==> config.mk <==
export PLATFORM = sky130hd
export DESIGN_NAME = fetch_sequencer_flat
export DESIGN_NICKNAME = d
export VERILOG_FILES = /design/src/rtl/fetch_sequencer_if.sv /design/src/rtl/fetch_sequencer.sv /design/src/flat_wrapper.sv
export SDC_FILE = /design/constraint.sdc
export NUM_CORES = 1
export LEC_CHECK = 0
export BUFFER_PORTS_ARGS = -buffer_cell sky130_fd_sc_hd__buf_2
export CORE_MARGIN = 4
export CORE_UTILIZATION = 35
export CTS_BUF_LIST = sky130_fd_sc_hd__clkbuf_8 sky130_fd_sc_hd__clkbuf_16
export DETAILED_ROUTE_END_ITERATION = 7
export PLACE_DENSITY = 0.65
export SYNTH_ARGS = -nofsm -noshare
export SYNTH_HDL_FRONTEND = slang
export SYNTH_SLANG_ARGS = --single-unit
export TNS_END_PERCENT = 20
==> constraint.sdc <==
create_clock -name clk -period 2.16 [get_ports clk]
set_clock_uncertainty 0.2 [all_clocks]
set_input_delay 0.216 -clock clk [delete_from_list [all_inputs] [get_ports clk]]
set_output_delay 0.216 -clock clk [all_outputs]
set_load 0.03 [all_outputs]
==> src/rtl/fetch_sequencer_if.sv <==
// Request/command bundle between the decoder side and fetch_sequencer.
// The sequencer attaches through the slave modport.
interface fetch_sequencer_if;
  logic       stall;
  logic       ret_en;
  logic       call_en;
  logic       jump_en;
  logic       branch_en;
  logic       cond_flag;
  logic [7:0] target_addr;
  logic [9:0] instr_rd_addr;
  logic [1:0] fetch_control;
  logic [7:0] jump_addr;
  logic [9:0] ra_addr;
  logic [4:0] ras_count;
  logic       fault;

  modport master (
    output stall, ret_en, call_en, jump_en,
    output branch_en, cond_flag,
    output target_addr, instr_rd_addr,
    input  fetch_control, jump_addr,
    input  ra_addr, ras_count, fault
  );

  modport slave (
    input  stall, ret_en, call_en, jump_en,
    input  branch_en, cond_flag,
    input  target_addr, instr_rd_addr,
    output fetch_control, jump_addr,
    output ra_addr, ras_count, fault
  );
endinterface

==> src/rtl/fetch_sequencer.sv <==
// Fetch command sequencer: redirects, return-address stack,
// post-redirect hold/flush and sticky stack fault.
module fetch_sequencer #(
  parameter int RAS_DEPTH    = 4,
  parameter int FLUSH_CYCLES = 1
) (
  input logic             clk,
  input logic             reset,
  fetch_sequencer_if.slave bus
);

  typedef enum logic [1:0] {
    RUN   = 2'd0,
    FLUSH = 2'd1,
    HALT  = 2'd2
  } state_t;

  localparam logic [1:0] CTL_SEQ  = 2'b00;
  localparam logic [1:0] CTL_JMP  = 2'b01;
  localparam logic [1:0] CTL_RET  = 2'b10;
  localparam logic [1:0] CTL_HOLD = 2'b11;

  localparam logic [4:0] DEPTH = 5'(RAS_DEPTH);
  localparam logic [1:0] FLUSH_LAST = 2'(FLUSH_CYCLES - 1);

  state_t     state;
  state_t     state_nxt;
  logic [4:0] ras_count;
  logic [1:0] flush_cnt;
  logic [1:0] flush_nxt;
  logic       fault_q;
  logic       fault_nxt;
  logic       push;
  logic       pop;
  logic [1:0] ctl;
  logic [7:0] jaddr;
  logic [9:0] top;
  logic [9:0] push_val;
  logic [9:0] stack [RAS_DEPTH];

  logic empty;
  logic full;
  logic do_stall;
  logic do_ret;
  logic do_call;
  logic do_jump;

  assign empty    = (ras_count == 5'd0);
  assign full     = (ras_count == DEPTH);
  assign push_val = bus.instr_rd_addr + 10'd1;

  // Mask lower-priority requests so the decoder cases are one-hot.
  assign do_stall = bus.stall;
  assign do_ret   = !bus.stall && bus.ret_en;
  assign do_call  = !bus.stall && !bus.ret_en
                 && bus.call_en;
  assign do_jump  = !bus.stall && !bus.ret_en
                 && !bus.call_en
                 && (bus.jump_en
                  || (bus.branch_en && bus.cond_flag));

  always_comb begin
    top = '0;
    for (int i = 0; i < RAS_DEPTH; i++) begin
      if (5'(i) + 5'd1 == ras_count) top = stack[i];
    end
  end

  always_comb begin
    state_nxt = state;
    flush_nxt = flush_cnt;
    fault_nxt = fault_q;
    push      = 1'b0;
    pop       = 1'b0;
    ctl       = CTL_SEQ;
    jaddr     = 8'h00;
    unique case (state)
      RUN: begin
        unique case (1'b1)
          do_stall: ctl = CTL_HOLD;
          do_ret: begin
            if (empty) begin
              ctl       = CTL_HOLD;
              fault_nxt = 1'b1;
              state_nxt = HALT;
            end else begin
              ctl       = CTL_RET;
              pop       = 1'b1;
              state_nxt = FLUSH;
              flush_nxt = FLUSH_LAST;
            end
          end
          do_call: begin
            if (full) begin
              ctl       = CTL_HOLD;
              fault_nxt = 1'b1;
              state_nxt = HALT;
            end else begin
              ctl       = CTL_JMP;
              jaddr     = bus.target_addr;
              push      = 1'b1;
              state_nxt = FLUSH;
              flush_nxt = FLUSH_LAST;
            end
          end
          do_jump: begin
            ctl       = CTL_JMP;
            jaddr     = bus.target_addr;
            state_nxt = FLUSH;
            flush_nxt = FLUSH_LAST;
          end
          default: ;
        endcase
      end
      FLUSH: begin
        ctl = CTL_HOLD;
        if (flush_cnt == 2'd0) state_nxt = RUN;
        else flush_nxt = flush_cnt - 2'd1;
      end
      HALT: ctl = CTL_HOLD;
      default: state_nxt = RUN;
    endcase
    if (reset) begin
      ctl   = CTL_HOLD;
      jaddr = 8'h00;
    end
  end

  always_ff @(posedge clk) begin
    if (reset) begin
      state     <= RUN;
      ras_count <= '0;
      flush_cnt <= '0;
      fault_q   <= 1'b0;
      for (int i = 0; i < RAS_DEPTH; i++) stack[i] <= '0;
    end else begin
      state     <= state_nxt;
      flush_cnt <= flush_nxt;
      fault_q   <= fault_nxt;
      if (push) ras_count <= ras_count + 5'd1;
      else if (pop) ras_count <= ras_count - 5'd1;
      for (int i = 0; i < RAS_DEPTH; i++) begin
        if (push && 5'(i) == ras_count) stack[i] <= push_val;
      end
    end
  end

  assign bus.fetch_control = ctl;
  assign bus.jump_addr     = jaddr;
  assign bus.ra_addr       = top;
  assign bus.ras_count     = ras_count;
  assign bus.fault         = fault_q;

endmodule

==> src/flat_wrapper.sv <==
// flat-port wrapper written by rule: the top's interface ports become plain ports
module fetch_sequencer_flat 
#(
  parameter int RAS_DEPTH    = 4,
  parameter int FLUSH_CYCLES = 1
)
  (clk, reset, bus_stall, bus_ret_en, bus_call_en, bus_jump_en, bus_branch_en, bus_cond_flag, bus_target_addr, bus_instr_rd_addr, bus_fetch_control, bus_jump_addr, bus_ra_addr, bus_ras_count, bus_fault);
  fetch_sequencer_if bus_i ();
  input logic clk;
  input logic reset;
  input wire logic [$bits(bus_i.stall)-1:0] bus_stall;
  input wire logic [$bits(bus_i.ret_en)-1:0] bus_ret_en;
  input wire logic [$bits(bus_i.call_en)-1:0] bus_call_en;
  input wire logic [$bits(bus_i.jump_en)-1:0] bus_jump_en;
  input wire logic [$bits(bus_i.branch_en)-1:0] bus_branch_en;
  input wire logic [$bits(bus_i.cond_flag)-1:0] bus_cond_flag;
  input wire logic [$bits(bus_i.target_addr)-1:0] bus_target_addr;
  input wire logic [$bits(bus_i.instr_rd_addr)-1:0] bus_instr_rd_addr;
  output wire logic [$bits(bus_i.fetch_control)-1:0] bus_fetch_control;
  output wire logic [$bits(bus_i.jump_addr)-1:0] bus_jump_addr;
  output wire logic [$bits(bus_i.ra_addr)-1:0] bus_ra_addr;
  output wire logic [$bits(bus_i.ras_count)-1:0] bus_ras_count;
  output wire logic [$bits(bus_i.fault)-1:0] bus_fault;
  assign bus_i.stall = bus_stall;
  assign bus_i.ret_en = bus_ret_en;
  assign bus_i.call_en = bus_call_en;
  assign bus_i.jump_en = bus_jump_en;
  assign bus_i.branch_en = bus_branch_en;
  assign bus_i.cond_flag = bus_cond_flag;
  assign bus_i.target_addr = bus_target_addr;
  assign bus_i.instr_rd_addr = bus_instr_rd_addr;
  assign bus_fetch_control = bus_i.fetch_control;
  assign bus_jump_addr = bus_i.jump_addr;
  assign bus_ra_addr = bus_i.ra_addr;
  assign bus_ras_count = bus_i.ras_count;
  assign bus_fault = bus_i.fault;
  fetch_sequencer #(.RAS_DEPTH(RAS_DEPTH), .FLUSH_CYCLES(FLUSH_CYCLES)) u_core (.clk(clk), .reset(reset), .bus(bus_i));
endmodule
==> results.yml <==
global_route:
  grt_first_pass_wirelength_um: 12100
  use_met3_pct: 2.62
  met2_usage_pct: 25.3
  antenna_found_initial: 0
  grt_max_degree: 23
  top_usage_layer: "met2"
  grt-ovfl-total: 0
  grt_usage_pct: 15.2
  grt_pass1_vias: 2432
  use_met1_pct: 20.4
synthesis:
  syn-cell-area_um2: 2860
  synth_edf_count: 40
  ys_top_cells_by_area: "edfxtp_1 42%, dfxtp_1 7.0%, nor2_1 6.4%, a22oi_1 5.2%, ha_1 4.8%"
  syn_avg_cell_area_um2: 10.3
  async_reset_ff_share_pct: 0
  synth_seq_area_share_pct: 48.9
  synth_top_area_cell: "edfxtp_1"
  ys_ff_latch: 50
  synth_nets: 316
  yosysTopAreaCellShare_pct: 41.9
  ys.flop_type: "edfxtp_1"
  syn_inst: 279
  synth_cell_types: 57
  ys_top_cells_by_count: "49 x nor2_1, 40 x edfxtp_1, 20 x a22oi_1, 11 x ha_1, 11 x inv_1"
  synth_warnings: 0
  yosysMostFrequentCell: "nor2_1"
floorplanning:
  io_pins: 52
  core_area_um2: 7850
  die_w_um: 98.5
  dieHeight_um: 98.5
  rows: 32
  dieArea_um2: 9690
  initial_core_util_pct: 36.5
sta:
  worst_pin_slew_ps: 501
  slew_headroom_pct: 66.4
  slew_viol_final: 0
  final.setup.worst_slack_ps: -246
  rsz0062_at_grt: "yes"
  clock.fmax_mhz: 416
  hold_viol: 0
  min_period_ps: 2410
  finalSetupTns_ps: -3760
  period_share_pct: 111
  whs_ps: 76.4
  finalSetupViolCount: 20
layout:
  drive_above_1_share_pct: 39.0
  antenna_cells: 0
  fin_nets: 392
  final_area_um2: 3850
  fin_util_pct: 49.0
  syn2layout_area_growth_pct: 34.3
power:
  peakVddDrop_mv: 0.539
  cellPowerDensity_nw_per_um2: 1180
  p_leak_nw: 1.49
  p_total_w: 0.00455
setup_path:
  cpMaxStageDelayCell: "or4b_4"
  worst-endpoint-required_ps: 1740
  critPathMaxFanout: 10
  crit_chain: "inv_4 -> ha_4 -> or4b_4 -> nor2_4 -> buf_12 -> a22oi_1 -> o21ai_1 -> buf_4"
  crit_path_end_kind: "output port"
  slowest_delay_ps: 480
  path_buf_inv: 3
  worstSetupPathType: "flop to output port"
  arrival_ps: 1990
  startpoint_type: "flop"
  path_delay_family: "simple AND/OR/NAND/NOR gates"
route:
  routed_wl_um: 7220
  viasPerCell: 5.23
  routedWlPerCell_um: 15.8
  vias: 2396
  drt_first_pass_iters: 4
  drt-initial-drc-count: 139
  drc: 0
  drtAntennaViolNets: 0
clock_tree:
  cts_buffers: 5
  cts_hold_buf: 0
  cts_tree: "done"
  clkLatencyLatePin_ps: 300
  clock_path_buffers: 2
  path_clk_slew_ps: 100
  cts_root_buf: "clkbuf_8"
  clock_sinks: 50
  cts_max_level: 2
place:
  dpl.hpwl_um: 5460
  port-buffer-count: 51
  place_area_um2: 3560
  gp_congestion: 0.833
run_status:
  violations: "setup timing"
  outcome: "complete, but fails checks"
flow_run:
  cap_viol_max_count: 0
min_path:
  hold_path.class: "primary input to flop"
==> per-layer routing <==
layer / up-vias / routed length (um)
met2: 59 / 3460
met4: 0 / 100
met5: - / 0
li1: 1183 / -
met1: 1145 / 3330
met3: 9 / 321
==> flip-flops by register name, summed over array words and instances (netlist names) <==
register	flops
u_core.state	2
u_core.stack	40
u_core.flush_cnt	2
u_core.bus.fault	1
u_core.bus.ras_count	5
==> layout by cell type (no fill, tap or decap), types with 6 or more instances in the layout <==
| cell type | count |
|---|---|
| inv_1 | 9 |
| nor2_1 | 49 |
| dfxtp_1 | 6 |
| o21ai_1 | 6 |
| buf_2 | 31 |
| xor2_1 | 6 |
| edfxtp_1 | 40 |
| and2_4 | 8 |
| nor3_1 | 7 |
| buf_6 | 16 |
| a22oi_1 | 17 |
| ha_1 | 9 |
| nand2_1 | 6 |
| nand2b_1 | 6 |
| nand3_1 | 9 |
| buf_4 | 30 |
==> through the flow <==
step                      setup slack (ps)  std cells
after CTS                             -246        457
after detailed placement             -87.7        447
final                                 -246        458
after global routing                  -338        458
after floorplan                       -167        279
after global placement               -32.2        447
==> final timing paths <==
check,startpoint,end,slack (ps),cells past startpoint
max,u_core.bus.ras_count[1],bus_ra_addr[4],-250,8
min reg2reg,u_core.bus.fault,u_core.bus.fault,280,2
min,bus_instr_rd_addr[0],u_core.stack[3][0],80,2
max reg2reg,u_core.bus.ras_count[0],u_core.stack[3][8],100,7
==> what timing repair did <==
item	in CTS	in global routing
setup buffers	2	1
pin swaps	10	5
endpoints found under the setup margin	20	54
gates resized for setup	42	6
==> power by group <==
part | internal (W) | switching [W] | total [W]
Combinational | 0.00121 | 0.00147 | 0.00268
Clock | 0.000229 | 0.000317 | 0.000545
Sequential | 0.00121 | 0.000116 | 0.00132
==> worst register-to-register path: cells and delay by family (launching register included) <==
family / cells / cell delay, ps
and+or+nand+nor: 4 / 920
DFF: 1 / 400
buffers and inverters: 2 / 230
adders and majority gates: 1 / 160
==> kinds of logic (layout without fill, tap and decap cells) <==
| kind of cell | Yosys count | in the layout | synth area share, % |
|---|---|---|---|
| and+or+nand+nor | 121 | 121 | 23.9 |
| AOI/OAI and AO/OA | 62 | 62 | 15.4 |
| DFF | 50 | 50 | 48.9 |
| buffers and inverters | 24 | 101 | 3.45 |
| adders and majority gates | 11 | 11 | 4.81 |
| xor gates and xnor gates | 8 | 8 | 2.45 |
| muxes | 3 | 3 | 1.14 |
==> area by class of cell <==
| class | instances | area [um^2] |
|---|---|---|
| clock buffer | 5 | 68.8 |
| clock inverter | 3 | 21.3 |
| fill | 741 | 4000 |
| inverter | 11 | 46.3 |
| multi-input combinational | 205 | 1510 |
| sequential | 50 | 1410 |
| tap | 102 | 128 |
| timing repair buffer | 82 | 661 |
Power figures use the tool's default switching activity.
